**config.mk**
```make
export PLATFORM = sky130hd
export DESIGN_NAME = serial_addsub
export DESIGN_NICKNAME = d
export VERILOG_FILES = /design/src/rtl/serial_arith_pkg.sv /design/src/rtl/full_adder_bit.sv /design/src/rtl/serial_addsub.sv
export SDC_FILE = /design/constraint.sdc
export NUM_CORES = 1
export LEC_CHECK = 0
export CORE_MARGIN = 8
export CORE_UTILIZATION = 35
export CTS_BUF_LIST = sky130_fd_sc_hd__clkbuf_4 sky130_fd_sc_hd__clkbuf_8
export DETAILED_ROUTE_END_ITERATION = 8
export HOLD_SLACK_MARGIN = 0.06
export PLACE_DENSITY = 0.67
export SETUP_SLACK_MARGIN = 0.05
export SLEW_MARGIN = 30
export SYNTH_ARGS = -nofsm -noshare
export SYNTH_HDL_FRONTEND = slang
export SYNTH_SLANG_ARGS = --single-unit
export TNS_END_PERCENT = 5
```
**constraint.sdc**
```tcl
create_clock -name clk -period 1.7 [get_ports clk]
set_clock_uncertainty 0.15 [all_clocks]
set_input_delay 0.34 -clock clk [delete_from_list [all_inputs] [get_ports clk]]
set_output_delay 0.34 -clock clk [all_outputs]
set_load 0.02 [all_outputs]
```
**src/rtl/serial_arith_pkg.sv**
```systemverilog
`default_nettype none
// ============================================================================
// Module      : serial_arith_pkg
// Description : Shared definitions for the bit-serial arithmetic blocks:
//               FSM state encoding and the legal operand-width range.
// Revision    : 1.0 - initial release
// ============================================================================
package serial_arith_pkg;

  // State encoding shared by every serial arithmetic engine
  localparam logic [1:0] ST_IDLE = 2'd0;
  localparam logic [1:0] ST_RUN  = 2'd1;
  localparam logic [1:0] ST_DONE = 2'd2;

  typedef enum logic [1:0] {
    S_IDLE = ST_IDLE,
    S_RUN  = ST_RUN,
    S_DONE = ST_DONE
  } state_e;

  // Supported operand widths
  localparam int WIDTH_MIN = 2;
  localparam int WIDTH_MAX = 64;

endpackage
`default_nettype wire

```
**src/rtl/full_adder_bit.sv**
```systemverilog
`default_nettype none
// ============================================================================
// Module      : full_adder_bit
// Description : Single-bit combinational full-adder slice.
// Revision    : 1.0 - initial release
// ============================================================================
module full_adder_bit (
  input  logic x_i,
  input  logic y_i,
  input  logic cin_i,
  output logic s_o,
  output logic cout_o
);

  assign s_o    = x_i ^ y_i ^ cin_i;
  assign cout_o = (x_i & y_i) | (x_i & cin_i) | (y_i & cin_i);

endmodule
`default_nettype wire

```
**src/rtl/serial_addsub.sv**
```systemverilog
`default_nettype none
// ============================================================================
// Module      : serial_addsub
// Description : Bit-serial WIDTH-bit adder/subtractor. One bit per clock
//               through a single full-adder slice with a registered carry,
//               start/done handshake, carry-out and signed overflow.
// Revision    : 1.0 - initial release
// ============================================================================
module serial_addsub
  import serial_arith_pkg::*;
#(
  parameter int WIDTH = 8,
  parameter int CNT_W = $clog2(WIDTH + 1)
) (
  input  logic             clk,
  input  logic             rst_n,
  input  logic             start,
  input  logic             sub,
  input  logic [WIDTH-1:0] a,
  input  logic [WIDTH-1:0] b,
  output logic             busy,
  output logic             done,
  output logic [WIDTH-1:0] sum,
  output logic             cout,
  output logic             ovf
);

  // Reject unsupported widths at elaboration time
  if (WIDTH < WIDTH_MIN || WIDTH > WIDTH_MAX) begin : g_width_check
    $error("serial_addsub: WIDTH out of supported range");
  end

  localparam logic [CNT_W-1:0] C_CNT_LAST   = CNT_W'(WIDTH - 1);
  localparam logic [CNT_W-1:0] C_CNT_PENULT = CNT_W'(WIDTH - 2);

  state_e           state_q, state_d;
  logic [WIDTH-1:0] opa_q, opa_d;
  logic [WIDTH-1:0] opb_q, opb_d;
  logic [WIDTH-1:0] res_q, res_d;
  logic             carry_q, carry_d;
  logic             cmsb_q, cmsb_d;     // carry into the MSB slice
  logic [CNT_W-1:0] cnt_q, cnt_d;
  logic [WIDTH-1:0] sum_q, sum_d;
  logic             cout_q, cout_d;
  logic             ovf_q, ovf_d;
  logic             busy_q, busy_d;
  logic             done_q, done_d;

  logic             fa_s;
  logic             fa_c;

  // The one adder slice, fed by the LSBs of the operand shift registers
  full_adder_bit u_fa (
    .x_i    (opa_q[0]),
    .y_i    (opb_q[0]),
    .cin_i  (carry_q),
    .s_o    (fa_s),
    .cout_o (fa_c)
  );

  // Next-state logic: accept in IDLE/DONE, one bit per cycle in RUN
  always_comb begin
    state_d = state_q;
    opa_d   = opa_q;
    opb_d   = opb_q;
    res_d   = res_q;
    carry_d = carry_q;
    cmsb_d  = cmsb_q;
    cnt_d   = cnt_q;
    sum_d   = sum_q;
    cout_d  = cout_q;
    ovf_d   = ovf_q;
    busy_d  = busy_q;
    done_d  = 1'b0;   // done is a single-cycle pulse

    case (state_q)
      S_IDLE, S_DONE: begin
        if (start) begin
          // Subtraction is a + ~b + 1: invert b and seed the carry with 1
          opa_d   = a;
          opb_d   = sub ? ~b : b;
          carry_d = sub;
          cnt_d   = '0;
          res_d   = '0;
          cmsb_d  = 1'b0;
          busy_d  = 1'b1;
          state_d = S_RUN;
        end else begin
          state_d = S_IDLE;
        end
      end

      S_RUN: begin
        opa_d   = {1'b0, opa_q[WIDTH-1:1]};
        opb_d   = {1'b0, opb_q[WIDTH-1:1]};
        res_d   = {fa_s, res_q[WIDTH-1:1]};
        carry_d = fa_c;
        cnt_d   = cnt_q + 1'b1;
        if (cnt_q == C_CNT_PENULT) begin
          cmsb_d = fa_c;
        end
        if (cnt_q == C_CNT_LAST) begin
          sum_d   = {fa_s, res_q[WIDTH-1:1]};
          cout_d  = fa_c;
          ovf_d   = fa_c ^ cmsb_q;
          done_d  = 1'b1;
          busy_d  = 1'b0;
          state_d = S_DONE;
        end
      end

      default: begin
        state_d = S_IDLE;
        busy_d  = 1'b0;
      end
    endcase
  end

  // State and datapath registers, cleared asynchronously
  always_ff @(posedge clk or negedge rst_n) begin
    if (!rst_n) begin
      state_q <= S_IDLE;
      opa_q   <= '0;
      opb_q   <= '0;
      res_q   <= '0;
      carry_q <= 1'b0;
      cmsb_q  <= 1'b0;
      cnt_q   <= '0;
      sum_q   <= '0;
      cout_q  <= 1'b0;
      ovf_q   <= 1'b0;
      busy_q  <= 1'b0;
      done_q  <= 1'b0;
    end else begin
      state_q <= state_d;
      opa_q   <= opa_d;
      opb_q   <= opb_d;
      res_q   <= res_d;
      carry_q <= carry_d;
      cmsb_q  <= cmsb_d;
      cnt_q   <= cnt_d;
      sum_q   <= sum_d;
      cout_q  <= cout_d;
      ovf_q   <= ovf_d;
      busy_q  <= busy_d;
      done_q  <= done_d;
    end
  end

  assign busy = busy_q;
  assign done = done_q;
  assign sum  = sum_q;
  assign cout = cout_q;
  assign ovf  = ovf_q;

endmodule
`default_nettype wire

```
==> impl_metrics.sql, run 1 <==
INSERT INTO impl_metrics (metric_group, metric, value, unit) VALUES
('run_status', 'outcome', 'completed', ''),
('synthesis', 'synth_sequential_area_ratio', '0.558', ''),
('synthesis', 'synth_top_family_by_area', 'compound AO/OA/AOI/OAI gates', ''),
('min_path', 'worstHoldPathType', 'reg -> reg', ''),
('floorplan', 'standard_cell_row_count', '27', ''),
('drt', 'wire_per_inst', '14.0', 'um'),
('clocking', 'clkLatencyLatePin', '0.29', 'ns'),
('sta', 'finalHoldViolations', '0', ''),
('setup_path', 'cp-start-kind', 'flop', ''),
('floorplan', 'die_h', '90.2', 'um'),
('drt', 'routed-wl-met2', '1600', 'um'),
('sta', 'crit_share_post_route', '0.954', ''),
('placement', 'detailedPlace.worstSlack', '-0.130', 'ns'),
('global_routing', 'grt_max_degree', '44', ''),
('clocking', 'tritoncts', 'done', ''),
('sta', 'setup_viol', '0', ''),
('drt', 'wl_met1', '1810', 'um'),
('final_layout', 'antennaDiodeCount', '0', ''),
('final_layout', 'commonest_cells_after_routing_fill_and_taps_aside', 'sky130_fd_sc_hd__dfrtp_1, sky130_fd_sc_hd__clkdlybuf4s50_1, sky130_fd_sc_hd__nand2_1, sky130_fd_sc_hd__dlygate4sd2_1', ''),
('drt', 'detailed_route_wl', '3670', 'um'),
('final_layout', 'area_delta_synth_final', '25.1', '%'),
('floorplan', 'placeableCoreArea', '5410', 'um2'),
('clocking', 'cts.clk_slew.worst_paths', '0.08', 'ns'),
('synthesis', 'syn-cell-area', '1930', 'um2'),
('clocking', 'cts_buffers', '5', ''),
('setup_path', 'crit_path_max_incr_delay', '0.51', 'ns'),
('setup_path', 'crit_buf_inv', '0', ''),
('drt', 'route.detailed.vias_per_inst', '4.82', ''),
('drt', 'drc_errors', '0', ''),
('synthesis', 'synth-compound-area-share', '0.123', ''),
('synthesis', 'synth.distinct_cells', '33', ''),
('drt', 'antenna_viol_nets_final', '0', ''),
('setup_path', 'worst_setup_path_end_kind', 'flop', ''),
('setup_path', 'timing.critical_path.fanout_max', '4', ''),
('setup_path', 'timing.critical_path.max_delay_family', 'adder cells', ''),
('final_layout', 'drive_above_1_share', '0.168', ''),
('floorplan', 'floorplan.initialDensity', '0.357', ''),
('setup_path', 'worst_path_max_delay_cell', 'sky130_fd_sc_hd__fa_1', ''),
('power', 'clock_power_share', '0.155', ''),
('final_layout', 'n_fill_cell', '518', ''),
('synthesis', 'post_synth_and_or_nand_nor_area_fraction', '0.117', ''),
('global_routing', 'number_of_antenna_violations_at_the_first_check_in_global_routing', '0', ''),
('synthesis', 'biggest_area_contributors_in_the_synthesized_netlist', 'sky130_fd_sc_hd__dfrtp_1, sky130_fd_sc_hd__mux2_4, sky130_fd_sc_hd__a22o_1', ''),
('setup_path', 'crit_path_cell_trace', 'fa_1 -> xor2_1 -> mux2_4', ''),
('synthesis', 'synth_top_area_cell', 'sky130_fd_sc_hd__dfrtp_1', ''),
('final_layout', 'fin_area', '2410', 'um2'),
('drt', 'dr_wl_met3', '218', 'um'),
('job', 'max_cap_violations', '0', ''),
('synthesis', 'average_instance_area_after_synthesis', '12.9', 'um2'),
('synthesis', 'synth_top_area_frac', '0.558', ''),
('sta', 'unrepaired_setup_endpoints_after_global_routing', 'true', ''),
('floorplan', 'dieWidth', '90.2', 'um'),
('floorplan', 'ioPinCount', '32', ''),
('power', 'power_frac_comb', '0.422', ''),
('clocking', 'cts-htree-levels', '2', ''),
('clocking', 'clock_sink_count', '43', ''),
('final_layout', 'layout.nets', '212', ''),
('power', 'internal_power', '2.65', 'mW'),
('synthesis', 'ys_warn_count', '0', ''),
('placement', 'dp_hpwl', '2610', 'um'),
('sta', 'maximum_achievable_frequency', '617', 'MHz'),
('power', 'netsw', '1.49', 'mW'),
('power', 'pwr-share-seq', '0.423', ''),
('sta', 'worst_slew_pin_slew', '0.524', 'ns'),
('synthesis', 'synth_enable_flop_cells', '0', ''),
('setup_path', 'path_class', 'reg -> reg', ''),
('drt', 'via_count', '1263', ''),
('global_routing', 'globalRouteOverflowTotal', '0', ''),
('synthesis', 'synthAdderAreaFrac', '0.0234', ''),
('placement', 'io_buffer_count', '31', ''),
('setup_path', 'cp.required', '1.73', 'ns');
layer usage:
| metal | vias to the layer above | track usage |
|---|---|---|
| met5 | - | 0 |
| li1 | 616 | - |
| met1 | 611 | 0.122 |
| met2 | 32 | 0.141 |
| met3 | 4 | 0.0382 |
| met4 | 0 | 0.0333 |
repair_timing:
item | CTS | global route
hold endpoints to repair | 43 | 0
setup buffers | 0 | 0
gates resized for setup | 12 | 1
hold buffers | 1 | 0
endpoints found under the setup margin | 12 | 7
power by group through the flow:
stage / Combinational, mW / Clock (mW) / Sequential, mW
2_1_floorplan: 1.17 / 0 / 1.86
3_3_place_gp: 1.81 / 0 / 1.76
3_5_place_dp: 1.86 / 0 / 1.77
4_1_cts: 1.78 / 0.667 / 1.75
5_1_grt: 1.94 / 0.713 / 1.81
6_report: 1.75 / 0.640 / 1.75
cells in the mapped netlist, types with 2 or more instances:
master,instances
sky130_fd_sc_hd__nand2_1,12
sky130_fd_sc_hd__ha_1,2
sky130_fd_sc_hd__clkbuf_1,2
sky130_fd_sc_hd__a221o_1,7
sky130_fd_sc_hd__mux2_4,9
sky130_fd_sc_hd__inv_1,2
sky130_fd_sc_hd__a22oi_1,8
sky130_fd_sc_hd__buf_2,4
sky130_fd_sc_hd__a22o_1,10
sky130_fd_sc_hd__xor2_1,2
sky130_fd_sc_hd__nand3b_1,2
sky130_fd_sc_hd__xnor2_1,7
sky130_fd_sc_hd__mux2i_1,3
sky130_fd_sc_hd__nor2_1,8
sky130_fd_sc_hd__buf_6,3
sky130_fd_sc_hd__nand3_1,9
sky130_fd_sc_hd__dfrtp_1,43
area by class of cell:
class,count,area [um2],share of cell area
clock inverters,3,20.0,0.00830
repair buffers,43,387,0.160
multi-input cells,94,763,0.316
well taps,72,90.1,0.0373
flip-flops and latches,43,1080,0.446
clock buffers,5,68.8,0.0285
inverters,2,7.51,0.00311
worst register-to-register path, cell delays in order, from the launching register on:
cell                      delay (ns)
sky130_fd_sc_hd__dfrtp_1        0.40
sky130_fd_sc_hd__fa_1           0.51
sky130_fd_sc_hd__xor2_1         0.20
sky130_fd_sc_hd__mux2_4         0.25
worst paths after layout:
kind                                  to  slack (ns)  cells after the start  startpoint
worst min-delay path                cout        0.35                      1        cout
worst max-delay path                 ovf        0.08                      3     carry_q
min in group asynchronous         sum[0]        0.49                      3       rst_n
max in group asynchronous       opb_q[0]        0.56                      3       rst_n
worst max register to register       ovf        0.08                      3     carry_q
worst min register to register      cout        0.35                      1        cout
per-stage QoR:
| stage | utilization | setup TNS, ns | hold slack, ns | instances | power (mW) |
|---|---|---|---|---|---|
| 4_1_cts | 0.446 | 0 | 0.355 | 262 | 4.20 |
| 3_5_place_dp | 0.430 | -2.26 | 0.295 | 253 | 3.63 |
| 5_1_grt | 0.446 | 0 | 0.372 | 262 | 4.47 |
| 6_report | 0.446 | 0 | 0.354 | 262 | 4.14 |
| 3_3_place_gp | 0.430 | -1.40 | 0.291 | 253 | 3.57 |
| 2_1_floorplan | - | 0 | -0.106 | 149 | 3.03 |
logic make-up after synthesis:
group | count (synthesis)
AOI/OAI and AO/OA | 28
xor gates and xnor gates | 9
adders and majority gates | 3
buffers and inverters | 12
DFF | 43
muxes | 13
and+or+nand+nor | 41
state kept, by name (all words and copies together), names as in the netlist, 2 cells and up:
name and count:
cnt_q 4, opa_q 8, opb_q 8, res_q 7, state_q 2, sum 8
No activity file was read; power rests on OpenSTA's default activity.
==> run 2: changes to the inputs <==
Settings changed: CORE_MARGIN 8 to 4, REMOVE_ABC_BUFFERS set to 1.
==> run 2 against run 1 <==
Compared with the run above: first-iteration DRC count rose by 120%; routed wire length fell by 5.0%; cell count rose by 1.1%; largest power group is now combinational cells.
==> impl_metrics.sql, run 2 (same netlist as run 1, synthesis figures left out) <==
INSERT INTO impl_metrics (metric_group, metric, value, unit) VALUES
('setup_path', 'cp.required', '1.72', 'ns'),
('sta', 'setup_viol', '0', ''),
('placement', 'dp_hpwl', '2530', 'um'),
('floorplan', 'ioPinCount', '32', ''),
('floorplan', 'die_area', '6760', 'um2'),
('sta', 'relative_slew_slack', '0.729', ''),
('power', 'totalPowerFinal', '4.38', 'mW'),
('sta', 'maximum_achievable_frequency', '621', 'MHz'),
('setup_path', 'reg_to_reg_setup_timing_slack', '0.09', 'ns'),
('sta', 'holdWs', '0.333', 'ns'),
('global_routing', 'grt_max_degree', '29', ''),
('global_routing', 'grt_pass1_wl', '6120', 'um'),
('drt', 'drc_errors', '0', ''),
('setup_path', 'arrival', '1.63', 'ns'),
('setup_path', 'r2r_start', 'carry_q', ''),
('global_routing', 'globalRouteOverflowTotal', '0', ''),
('sta', 'finalHoldViolations', '0', ''),
('global_routing', 'globalRouteTotalUtil', '0.119', ''),
('floorplan', 'standard_cell_row_count', '26', ''),
('placement', 'detailedPlace.worstSlack', '-0.0907', 'ns'),
('drt', 'route.detailed.vias_per_inst', '4.88', ''),
('placement', 'routability_congestion_estimate', '0.754', ''),
('clocking', 'cts-htree-levels', '2', ''),
('setup_path', 'timing.critical_path.fanout_max', '3', ''),
('drt', 'detailed_route_wl', '3480', 'um'),
('floorplan', 'die_h', '82.2', 'um'),
('power', 'power.static_leakage', '1.21', 'nW'),
('drt', 'antenna_viol_nets_final', '0', ''),
('floorplan', 'placeableCoreArea', '5240', 'um2'),
('power', 'power.density', '1740', 'nW/um2'),
('sta', 'setup_ws', '0.0898', 'ns'),
('drt', 'via_count', '1292', ''),
('clocking', 'tritoncts', 'done', ''),
('sta', 'final.min_clock_period', '1.61', 'ns'),
('min_path', 'worstHoldPathType', 'reg -> reg', ''),
('power', 'power.ir.vdd_worst', '0.000656', 'V'),
('power', 'power_frac_comb', '0.423', ''),
('setup_path', 'cp-start-kind', 'flop', ''),
('setup_path', 'path_class', 'reg -> reg', ''),
('placement', 'dp.cells', '253', ''),
('clocking', 'clock_sink_count', '43', ''),
('sta', 'unrepaired_setup_endpoints_after_global_routing', 'true', ''),
('global_routing', 'number_of_antenna_violations_at_the_first_check_in_global_routing', '0', ''),
('run_status', 'outcome', 'completed', ''),
('drt', 'firstDrtPassIters', '4', ''),
('setup_path', 'regToRegEndpoint', 'ovf', ''),
('placement', 'io_buffer_count', '31', ''),
('final_layout', 'final-instance-count-excl-fill', '265', ''),
('final_layout', 'final_common_cell', 'sky130_fd_sc_hd__dfrtp_1', ''),
('final_layout', 'drive_above_1_share', '0.190', ''),
('job', 'max_cap_violations', '0', ''),
('global_routing', 'number_of_global_route_vias_before_repair', '1308', ''),
('final_layout', 'commonest_cells_after_routing_fill_and_taps_aside', 'sky130_fd_sc_hd__dfrtp_1, sky130_fd_sc_hd__clkdlybuf4s50_1, sky130_fd_sc_hd__nand2_1, sky130_fd_sc_hd__dlygate4sd2_1, sky130_fd_sc_hd__buf_4', ''),
('final_layout', 'area_delta_synth_final', '30.6', '%'),
('sta', 'slew_viol_final', '0', ''),
('sta', 'crit_share_post_route', '0.947', ''),
('clocking', 'cts.clk_slew.worst_paths', '0.08', 'ns'),
('setup_path', 'timing.reg2reg.worst_path_depth', '3', ''),
('power', 'power_switching_share', '0.342', ''),
('setup_path', 'startpoint', 'carry_q', ''),
('setup_path', 'worst_setup_path_end_kind', 'flop', ''),
('floorplan', 'floorplan.initialDensity', '0.368', ''),
('power', 'clock_power_share', '0.177', ''),
('drt', 'detailedRoute.firstIterationViolations', '83', ''),
('clocking', 'cts_buffers', '5', ''),
('drt', 'wire_per_inst', '13.1', 'um'),
('sta', 'tns', '0', 'ns'),
('setup_path', 'cp-endpoint', 'ovf', ''),
('clocking', 'cts-root-buf', 'sky130_fd_sc_hd__clkbuf_8', ''),
('clocking', 'clkLatencyLatePin', '0.29', 'ns'),
('sta', 'worst_slew_pin_slew', '0.406', 'ns'),
('power', 'netsw', '1.50', 'mW'),
('clocking', 'clock_tree.buffer_depth', '2', ''),
('final_layout', 'layout.nets', '217', ''),
('floorplan', 'dieWidth', '82.2', 'um'),
('power', 'internal_power', '2.88', 'mW'),
('power', 'pwr-share-seq', '0.400', ''),
('final_layout', 'antennaDiodeCount', '0', '');
## run 2: cell count changes in the layout (fill, tap and decap cells not counted)
cell,previous run,this run
sky130_fd_sc_hd__buf_12,0,4
sky130_fd_sc_hd__buf_4,10,12
sky130_fd_sc_hd__buf_6,1,0
sky130_fd_sc_hd__bufinv_16,0,1
sky130_fd_sc_hd__clkinv_4,0,1
sky130_fd_sc_hd__clkinvlp_4,2,0
## run 2: worst min path at each step
stage,start,end,slack [ns],depth (start not counted)
4_1_cts,cout,cout,0.34,1
3_5_place_dp,rst_n,opa_q[3],0.14,1
3_3_place_gp,rst_n,opa_q[3],0.14,1
2_1_floorplan,rst_n,busy,-0.11,0
5_1_grt,cout,cout,0.35,1
6_report,cout,cout,0.33,1
## run 2: worst max-delay path, stage by stage (launching register included)
cell and delay, ns:
sky130_fd_sc_hd__dfrtp_1 0.42, sky130_fd_sc_hd__fa_1 0.49, sky130_fd_sc_hd__xor2_1 0.18, sky130_fd_sc_hd__mux2_4 0.26
## run 2: stage by stage
| step | instance area [um2] | util |
|---|---|---|
| 2_1_floorplan | 1850 | - |
| 3_3_place_gp | 2370 | 0.453 |
| 3_5_place_dp | 2370 | 0.453 |
| 4_1_cts | 2480 | 0.474 |
| 5_1_grt | 2520 | 0.481 |
| 6_report | 2520 | 0.481 |
## run 2: power by group through the flow
stage	Sequential [mW]	Combinational [mW]	Clock, mW
2_1_floorplan	1.86	1.04	0
3_3_place_gp	1.76	1.88	0
3_5_place_dp	1.77	1.93	0
4_1_cts	1.75	1.85	0.796
5_1_grt	1.82	2.04	0.848
6_report	1.75	1.85	0.775
## run 2: layer usage
layer / global-route usage / part of all wire / vias up
met1: 0.168 / 0.49 / 624
met5: 0 / 0 / -
met4: 0.0349 / 0.010 / 0
met3: 0.0293 / 0.051 / 5
met2: 0.180 / 0.45 / 33
li1: - / - / 630
## run 2: cell type report
cell class / count / area, um2
clock buffers: 5 / 68.8
clock inverters: 3 / 43.8
fillers: 494 / 2720
inverters: 2 / 7.51
multi-input cells: 94 / 763
flip-flops and latches: 43 / 1080
well taps: 70 / 87.6
repair buffers: 48 / 470
## run 2: repair_timing
action	in CTS	in global routing
hold buffers	1	0
setup endpoints to repair	12	10
resized for setup	12	0
setup buffers	0	3
endpoints found under the hold margin	16	0
pin swaps	0	1
